==> src/rtl/pipeline_ctrl_350.sv <==
// ---------------------------------------------------------------------------
// pipeline_ctrl_350
//   Control side of the pipeline stage latches. Decodes the instructions held
//   in F/D and D/X and drives write enables plus bubble/flush selects for the
//   PC, F/D, D/X, X/M and M/W latches. Three hazards are handled:
//     - load-use: one-cycle stall of PC and F/D with a nop injected into D/X
//     - taken branch/jump: F/D flushed and D/X bubbled
//     - multi-cycle mult/div: front end frozen until md_ready, with a
//       MD_MAX_CYCLES watchdog that latches md_error (cleared only by reset)
//   A bubble or flush makes the receiving latch capture a nop (32'h0).
//
// Ports
//   clock, reset_n          rising-edge clock, asynchronous active-low reset
//   fd_ins, dx_ins          instructions currently in the F/D and D/X latches
//   branch_taken            X stage resolved a taken branch/jump this cycle
//   md_ready                mult/div result valid (single-cycle pulse)
//   pc/fd/dx/xm/mw_wren     latch write enables
//   fd_flush, dx_bubble,
//   xm_bubble               receiving latch captures a nop
//   md_busy                 waiting on the mult/div unit
//   md_error                sticky mult/div timeout
//   stall_count             cycles with pc_wren=0 (zero unless enabled)
//
// Configuration macro
//   PIPE_STALL_COUNT_EN     when defined, stall_count is a free-running
//                           32-bit counter of PC-stall cycles; otherwise
//                           stall_count is tied to zero.
//
// All control outputs are combinational from the FSM state and the inputs,
// and are forced to zero while reset_n is low.
// ---------------------------------------------------------------------------
module pipeline_ctrl_350 #(
  parameter int unsigned MD_MAX_CYCLES = 40,
  parameter int unsigned CNT_W         = 6
) (
  input  logic        clock,
  input  logic        reset_n,
  input  logic [31:0] fd_ins,
  input  logic [31:0] dx_ins,
  input  logic        branch_taken,
  input  logic        md_ready,
  output logic        pc_wren,
  output logic        fd_wren,
  output logic        dx_wren,
  output logic        xm_wren,
  output logic        mw_wren,
  output logic        fd_flush,
  output logic        dx_bubble,
  output logic        xm_bubble,
  output logic        md_busy,
  output logic        md_error,
  output logic [31:0] stall_count
);

  localparam logic [4:0] OP_RTYPE = 5'b00000;
  localparam logic [4:0] OP_LW    = 5'b01000;
  localparam logic [4:0] OP_SW    = 5'b00111;
  localparam logic [4:0] OP_BNE   = 5'b00010;
  localparam logic [4:0] OP_BLT   = 5'b00110;
  localparam logic [4:0] ALU_MUL  = 5'b00110;
  localparam logic [4:0] ALU_DIV  = 5'b00111;

  // Counter value seen on the last permitted wait cycle.
  localparam logic [CNT_W-1:0] MD_LAST = CNT_W'(MD_MAX_CYCLES - 1);

  typedef enum logic [1:0] {
    ST_RUN     = 2'b00,
    ST_MD_WAIT = 2'b01,
    ST_ERROR   = 2'b10
  } state_e;

  state_e           state_q, state_d;
  logic [CNT_W-1:0] cnt_q, cnt_d;

  logic load_use_s;
  logic dx_md_s;
  logic pc_wren_s, fd_wren_s, dx_wren_s, xm_wren_s, mw_wren_s;
  logic fd_flush_s, dx_bubble_s, xm_bubble_s, md_busy_s, md_error_s;

  // True when instruction ins reads register r as a source operand.
  // R-type reads rs and rt; every other format reads rs; sw/bne/blt also read rd.
  function automatic logic ins_reads_reg(input logic [31:0] ins, input logic [4:0] r);
    logic [4:0] op;
    logic       hit;
    op  = ins[31:27];
    hit = (ins[21:17] == r);
    if (op == OP_RTYPE) begin
      hit = hit | (ins[16:12] == r);
    end else if ((op == OP_SW) || (op == OP_BNE) || (op == OP_BLT)) begin
      hit = hit | (ins[26:22] == r);
    end else begin
      hit = hit;
    end
    return hit;
  endfunction

  // Fields that never influence control; named so lint treats them as intentionally unused.
  logic unused_ins_bits_s;
  assign unused_ins_bits_s = ^{fd_ins[11:0], dx_ins[21:7], dx_ins[1:0]};

  // Hazard decode from the F/D and D/X instructions.
  always_comb begin
    load_use_s = (dx_ins[31:27] == OP_LW) && (dx_ins[26:22] != 5'd0) &&
                 ins_reads_reg(fd_ins, dx_ins[26:22]);
    dx_md_s    = (dx_ins[31:27] == OP_RTYPE) &&
                 ((dx_ins[6:2] == ALU_MUL) || (dx_ins[6:2] == ALU_DIV));
  end

  // Next-state, wait counter and raw control outputs.
  always_comb begin
    state_d     = state_q;
    cnt_d       = cnt_q;
    pc_wren_s   = 1'b1;
    fd_wren_s   = 1'b1;
    dx_wren_s   = 1'b1;
    xm_wren_s   = 1'b1;
    mw_wren_s   = 1'b1;
    fd_flush_s  = 1'b0;
    dx_bubble_s = 1'b0;
    xm_bubble_s = 1'b0;
    md_busy_s   = 1'b0;
    md_error_s  = 1'b0;
    case (state_q)
      ST_RUN: begin
        cnt_d = {CNT_W{1'b0}};
        if (branch_taken) begin
          fd_flush_s  = 1'b1;
          dx_bubble_s = 1'b1;
        end else if (load_use_s) begin
          // The injected nop reaches D/X next cycle, which clears the hazard.
          pc_wren_s   = 1'b0;
          fd_wren_s   = 1'b0;
          dx_bubble_s = 1'b1;
        end else if (dx_md_s) begin
          pc_wren_s   = 1'b0;
          fd_wren_s   = 1'b0;
          dx_wren_s   = 1'b0;
          xm_bubble_s = 1'b1;
          state_d     = ST_MD_WAIT;
        end else begin
          state_d = ST_RUN;
        end
      end
      ST_MD_WAIT: begin
        // X holds the mult/div, so branch_taken cannot be meaningful here.
        md_busy_s   = 1'b1;
        pc_wren_s   = 1'b0;
        fd_wren_s   = 1'b0;
        dx_wren_s   = 1'b0;
        xm_bubble_s = 1'b1;
        if (md_ready) begin
          pc_wren_s   = 1'b1;
          fd_wren_s   = 1'b1;
          dx_wren_s   = 1'b1;
          xm_bubble_s = 1'b0;
          state_d     = ST_RUN;
          cnt_d       = {CNT_W{1'b0}};
        end else if (cnt_q == MD_LAST) begin
          state_d = ST_ERROR;
          cnt_d   = cnt_q + CNT_W'(1);
        end else begin
          cnt_d = cnt_q + CNT_W'(1);
        end
      end
      ST_ERROR: begin
        pc_wren_s  = 1'b0;
        fd_wren_s  = 1'b0;
        dx_wren_s  = 1'b0;
        xm_wren_s  = 1'b0;
        mw_wren_s  = 1'b0;
        md_error_s = 1'b1;
      end
      default: begin
        // Unreachable encoding: freeze the pipe and report an error.
        pc_wren_s  = 1'b0;
        fd_wren_s  = 1'b0;
        dx_wren_s  = 1'b0;
        xm_wren_s  = 1'b0;
        mw_wren_s  = 1'b0;
        md_error_s = 1'b1;
        state_d    = ST_ERROR;
      end
    endcase
  end

  // FSM state and mult/div wait counter.
  always_ff @(posedge clock or negedge reset_n) begin
    if (!reset_n) begin
      state_q <= ST_RUN;
      cnt_q   <= {CNT_W{1'b0}};
    end else begin
      state_q <= state_d;
      cnt_q   <= cnt_d;
    end
  end

  // Every control output is held low for the whole time reset_n is asserted.
  assign pc_wren   = reset_n & pc_wren_s;
  assign fd_wren   = reset_n & fd_wren_s;
  assign dx_wren   = reset_n & dx_wren_s;
  assign xm_wren   = reset_n & xm_wren_s;
  assign mw_wren   = reset_n & mw_wren_s;
  assign fd_flush  = reset_n & fd_flush_s;
  assign dx_bubble = reset_n & dx_bubble_s;
  assign xm_bubble = reset_n & xm_bubble_s;
  assign md_busy   = reset_n & md_busy_s;
  assign md_error  = reset_n & md_error_s;

`ifdef PIPE_STALL_COUNT_EN
  logic [31:0] stall_cnt_q, stall_cnt_d;

  // Count PC-stall cycles; wraps naturally at 2^32.
  always_comb begin
    if (!pc_wren) begin
      stall_cnt_d = stall_cnt_q + 32'd1;
    end else begin
      stall_cnt_d = stall_cnt_q;
    end
  end

  // Stall counter register.
  always_ff @(posedge clock or negedge reset_n) begin
    if (!reset_n) begin
      stall_cnt_q <= 32'd0;
    end else begin
      stall_cnt_q <= stall_cnt_d;
    end
  end

  assign stall_count = stall_cnt_q;
`else
  assign stall_count = 32'h0;
`endif

endmodule

==> config.mk <==
export PLATFORM = sky130hd
export DESIGN_NAME = pipeline_ctrl_350
export DESIGN_NICKNAME = d
export VERILOG_FILES = /design/src/rtl/pipeline_ctrl_350.sv
export SDC_FILE = /design/constraint.sdc
export NUM_CORES = 1
export LEC_CHECK = 0
export CELL_PAD_IN_SITES_DETAIL_PLACEMENT = 0
export CELL_PAD_IN_SITES_GLOBAL_PLACEMENT = 1
export CORE_MARGIN = 5
export CORE_UTILIZATION = 18
export DETAILED_ROUTE_END_ITERATION = 8
export GPL_ROUTABILITY_DRIVEN = 0
export HOLD_SLACK_MARGIN = 0.08
export PLACE_DENSITY_LB_ADDON = 0.1
export SLEW_MARGIN = 10
export SYNTH_ARGS = -nofsm -noshare
export SYNTH_HDL_FRONTEND = slang
export SYNTH_SLANG_ARGS = --single-unit
==> constraint.sdc <==
create_clock -name clock -period 5.3 [get_ports clock]
set_input_delay 1.59 -clock clock [delete_from_list [all_inputs] [get_ports clock]]
set_output_delay 1.59 -clock clock [all_outputs]
set_load 0.01 [all_outputs]
## After elaboration in Yosys (flattened, before gate mapping)

Cells that the tools add are included.

| storage, ports and cells | value |
|---|---|
| bits in registers | 8 |
| input port bits | 68 |
| output and inout port bits | 42 |
| word-level logic and storage cells | 73 |

| operators by class | value |
|---|---|
| $add $sub $neg | 1 |
| eq/ne operators | 15 |
| mux-type cells | 31 |
| bitwise gates (word level) | 11 |
| reductions and logical operators | 13 |

Operators by type and width:

| operator | count |
|---|---|
| 2-to-1 mux 1 bit | 21 |
| == test 5 x 3 -> 1 bit (second input constant) | 4 |
| == test 5 bit | 3 |
| one-hot mux 6 bit (2 select lines) | 1 |
| logical NOT 5 bit | 2 |
| AND 1 bit | 8 |
| 2-to-1 mux 2 bit | 4 |
| adder 6 x 1 -> 6 bit (second input constant) | 1 |
| == test 6 bit (second input constant) | 1 |
| 2-to-1 mux 6 bit | 1 |
| one-hot mux 1 bit (2 select lines) | 3 |
| one-hot mux 2 bit (3 select lines) | 1 |
| == test 5 x 2 -> 1 bit (second input constant) | 1 |
| == test 5 x 4 -> 1 bit (second input constant) | 1 |
| nonzero test 5 bit | 1 |
| != test 2 bit (second input constant) | 2 |
| AND reduction 4 bit | 1 |
| logical AND 1 bit | 3 |
| logical OR 1 bit | 3 |
| != test 3 bit (second input constant) | 1 |
| == test 2 x 1 -> 1 bit (second input constant) | 1 |
| == test 2 bit (second input constant) | 1 |
| logical NOT 2 bit | 1 |
| OR 1 bit | 2 |
| other kinds (3) | 3 |

## Longest topological paths before layout

Gate-level depths: netlist (run 1).

| depth | value |
|---|---|
| depth after elaboration | 10 |
| depth in mapped cells | 6 |
| depth with buffers taken out | 5 |

## Worst setup path before layout (run 1)

No wires, ideal clock.

| path | value |
|---|---|
| path kind | input-to-output |
| from | input fd_ins[31] |
| to | output pc_wren |
| data arrival time | 2.855 ns |
| required time | 3.710 ns |
| path slack | 0.855 ns |
| cell stages on the path | 6 |
| path buffers | 1 |
| cell sequence | or4_4 nor4_2 nand4_1 a31oi_1 o22ai_1 buf_4 |

| on the way | value |
|---|---|
| longest elaborated chain between the ends | 10 |
| elaborated cells between the ends (all ways) | 13 |
| those cells by class | eq/ne: 3; mux: 5; bitwise: 1; reduce/logical: 4 |

Ends and longest elaborated chain:

| element | RTL line | text |
|---|---|---|
| start, declared | 38 | `input logic [31:0] fd_ins,` |
| == test 5 x 3 -> 1 bit / == test 5 x 2 -> 1 bit (equally long branches) | 89 | `end else if ((op == OP_SW) \|\| (op == OP_BNE) \|\| (op == OP_BLT)) begin` |
| logical OR 1 bit (2 in a row) | 89 |  |
| 2-to-1 mux 1 bit | 89 |  |
| 2-to-1 mux 1 bit * | 87 | `if (op == OP_RTYPE) begin` |
| logical AND 1 bit * | 103 | `load_use_s = (dx_ins[31:27] == OP_LW) && (dx_ins[26:22] != 5'd0) &&` |
| 2-to-1 mux 1 bit * (2 in a row) | n/a |  |
| one-hot mux 1 bit (2 select lines) * | n/a |  |
| AND 1 bit * | n/a |  |
| end, declared | 42 | `output logic pc_wren,` |

Every way passes the cells marked *; elsewhere a longest branch is shown, timed or not.

## Final worst setup path (run 1)

| path | value |
|---|---|
| from | input fd_ins[31] |
| to | output pc_wren |

| on the way | value |
|---|---|
| longest elaborated chain between the ends | 10 |
| elaborated cells between the ends (all ways) | 13 |
| those cells by class | eq/ne: 3; mux: 5; bitwise: 1; reduce/logical: 4 |

Ends and longest elaborated chain:

| element | RTL line | text |
|---|---|---|
| == test 5 x 3 -> 1 bit / == test 5 x 2 -> 1 bit (equally long branches) | 89 |  |
| logical OR 1 bit (2 in a row) | 89 |  |
| 2-to-1 mux 1 bit | 89 |  |
| 2-to-1 mux 1 bit * | 87 |  |
| logical AND 1 bit * | 103 |  |
| 2-to-1 mux 1 bit * | 129 | `end else if (load_use_s) begin` |
| 2-to-1 mux 1 bit * | 126 | `if (branch_taken) begin` |
| one-hot mux 1 bit (2 select lines) * | 123 | `case (state_q)` |
| AND 1 bit * | 198 | `assign pc_wren = reset_n & pc_wren_s;` |

Marks and branches as above.

==> metrics.md, run 1 <==
| Metric | Value |
|---|---|
| Outcome | completed |
| RSZ-0062 raised after global routing | false |
| Worst flop-to-flop path startpoint | state_q[0] |
| Area of the multi-input gates | 619.3 µm² |
| Post-DRT Antenna Nets | 0 |
| CTS tree | built |
| Initial antenna violation count | 0 |
| Placed cell count | roughly 240 |
| Tmin final | ~5000 ps |
| Reg2Reg Depth | 5 |
| Syn Area/Cell | 8.080 µm² |
| Worst Min Path Start | cnt_q[4] |
| Lkg Pwr | 0.6202 nW |
| Antenna Cells | 0 |
| Vias per cell | ~3.6 |
| Post-route cell area | about 1500 µm² |
| Setup crit start | fd_ins[31] |
| Core ar. | 5140 µm² |
| # rows | 26 |
| Peak supply drop | 0.06231 mV |
| H-Tree Depth | 1 |
| Hold Path Stages | 1 |
| # hold bufs at CTS | 0 |
| Final setup vio count | 0 |
| Critical Path RT | roughly 3700 ps |
| Syn. warnings | 0 |
| Clock sink count | 8 |
| Critical path, cell by cell | clkdlybuf4s50_1, or4_4, nor4_2, nand4_1, a31oi_2, o22ai_1, dlygate4sd2_1 |
| DR vias | 874 |
| Die Area | 6853 µm² |
| Register area | about 200 µm² |
| Most common cell after layout, fill and taps aside | clkdlybuf4s50_1 |
| Synth Register Bits | 8 |
| CP arrival | 3530 ps |
| Port bufs | between 40 and 50 |
| Critical path type | in -> out |
| Commonest non-fill, non-tap cells in the layout | clkdlybuf4s50_1, conb_1, xor2_1, dfrtp_1 |
| Area share of the largest cell type after synthesis | 26.77% |
| Wirelength, routed | 2.758 mm |
| Non-filler instance count after layout | 241 |
| Hold endpoint | cnt_q[4] |
| Tcrit/Tclk final | 96.62% |
| Reg-to-reg critical path endpoint | cnt_q[4] |
| Total GRT Usage | 8.157% |
| P&R area growth vs syn | 54.33% |
| Final core occ | 28.63% |
| Initial Utilization | between 10% and 20% |
| Inserted Clock Buffers | 3 |
| Number of global-route vias before repair | 954 |
| TritonRoute pass-1 iters | 4 |
| Post-cts resize count | 4 |
| Max-slew violation count | 0 |
| Power per Cell Area | 140.4 nW/µm² |
| DR WL/cell | 11.44 µm |
| Post-CTS setup buffers | 0 |
| Die width | 82.78 µm |
| Later-pin clock latency in the skew report | approximately 230 ps |
| Setup Skew | 0.4135 ps |
| Hold Path Class | reg -> reg |
| Layout cell share with drive strength beyond 1 | 8.772% |
| I/O pin count | 110 |
| HPWL Detailed | 2.497 mm |
| Register area share after synthesis | 21.00% |
| Post-Syn Instances | 118 |
| NumNets Final | 242 |
| Post-synth cell types | 35 |
| Global route overflow | 0 |
| Critical Path Max Stage Delay | approximately 540 ps |
| CTS Buffer Depth | 2 |
| Post-Place Cell Area | ~1400 µm² |
| Fillers | 600 |
| Hold WS | 514.1 ps |
| Die H | 82.78 µm |
| Synth Cell Area | around 950 µm² |
| Setup crit start kind | input port |
| Initial DRC count | 25 |
| Worst Path Max Fanout | 2 |
| First-pass GRT wire length | around 4.3 mm |
| Cell accounting for the most synthesized area | buf_4 |
| Largest net degree at the start of global routing | 13 |
| Synth top area cells | buf_4, dfrtp_1, xor2_1 |
| Drt drc | 0 |
| CTS root buf | clkbuf_8 |
| Final hold vios | 0 |
| R2R Setup Slk | 4030 ps |
| Worst path slowest cell | or4_4 |
| CTS clk-pin slew, worst paths | 40 ps |
| Maxcap violations | 0 |
| Crit. End Element | output port |
| Max Clock Freq | 195.3 MHz |
==> critical path: cells and delay by family <==
family                 cells  cell delay, ps
AO/OA/AOI/OAI              2             350
buffers and inverters      2             740
AND/OR/NAND/NOR            3             860
==> logic make-up (layout without fill, tap and decap cells) <==
| kind of cell | after synthesis | count (layout) | synth area share (%) |
|---|---|---|---|
| compound gates | 17 | 17 | 10.50 |
| flops | 8 | 8 | 21.00 |
| other cells | 1 | 32 | 0.3933 |
| simple gates | 38 | 38 | 23.49 |
| fa+ha+maj | 1 | 1 | 1.312 |
| xor+xnor | 16 | 16 | 14.70 |
| buf+inv | 36 | 58 | 27.56 |
| mux | 1 | 1 | 1.050 |
==> where the power goes <==
| group | switching [W] | total [W] | internal (W) |
|---|---|---|---|
| clock | 0.0000241 | 0.0000733 | 0.0000492 |
| combinational | 0.0000319 | 0.0000719 | 0.0000400 |
| sequential | 0.0000000322 | 0.0000614 | 0.0000614 |
| total | 0.0000561 | 0.000207 | 0.000151 |
==> how the worst max path moves through the flow <==
stage,end,cells after the start
floorplan,pc_wren,6
global placement,dx_bubble,7
detailed placement,dx_bubble,7
CTS,xm_bubble,6
global route,xm_bubble,6
finish,pc_wren,7
==> final cells by class <==
cell class,count,share of cell area [%]
Tap cell,70,5.952
Inverter,1,0.2551
Sequential cell,8,13.61
Timing Repair Buffer,54,35.29
Multi-Input combinational cell,105,42.09
Clock buffer,3,2.806
==> synth_stat cells, drive strengths merged <==
master	number
buf	34
xor2	11
o21ai	9
dfrtp	8
nand2	7
nor2	6
xnor2	5
nand4	4
nor3	4
and2	3
a31oi	2
and3	2
nand2b	2
nand3	2
nor4	2
or4	2
a21oi	1
a22o	1
clkbuf	1
conb	1
ha	1
inv	1
mux2i	1
nand3b	1
nor2b	1
o211ai	1
o21a	1
o21bai	1
o22ai	1
or2	1
or3	1
==> through the flow <==
step / power (W) / worst slack, ps / TNS (ps)
after floorplan: 0.0001078 / 855.2 / 0
after global placement: 0.0001346 / -86.14 / -184.0
after detailed placement: 0.0001347 / -112.8 / -263.3
after CTS: 0.0002077 / 88.88 / 0
after global routing: 0.0002181 / 12.09 / 0
final: 0.0002067 / 179.2 / 0
==> state kept, by name (all words and copies together) (netlist names) <==
name	count
cnt_q	6
state_q	2
==> routing by layer <==
layer | vias to the layer above | GRT usage, % | wire [µm]
met5 | - | 0 | 0
met4 | 0 | 2.451 | 13
met3 | 2 | 3.780 | 343
met2 | 43 | 14.98 | 1410
met1 | 384 | 8.161 | 990
li1 | 445 | - | -
Power figures use the tool's default switching activity.
==> run 2: changes to the inputs <==
SLEW_MARGIN = 20   (was 10)
==> results of run 2 <==
The final DEF is identical to that of run 1; final timing and power are the same.
==> run 3: changes to the inputs <==
CTS_CLUSTER_DIAMETER = 80   (was not set)
==> results of run 3 <==
The final DEF is identical to that of run 1; final timing and power are the same.
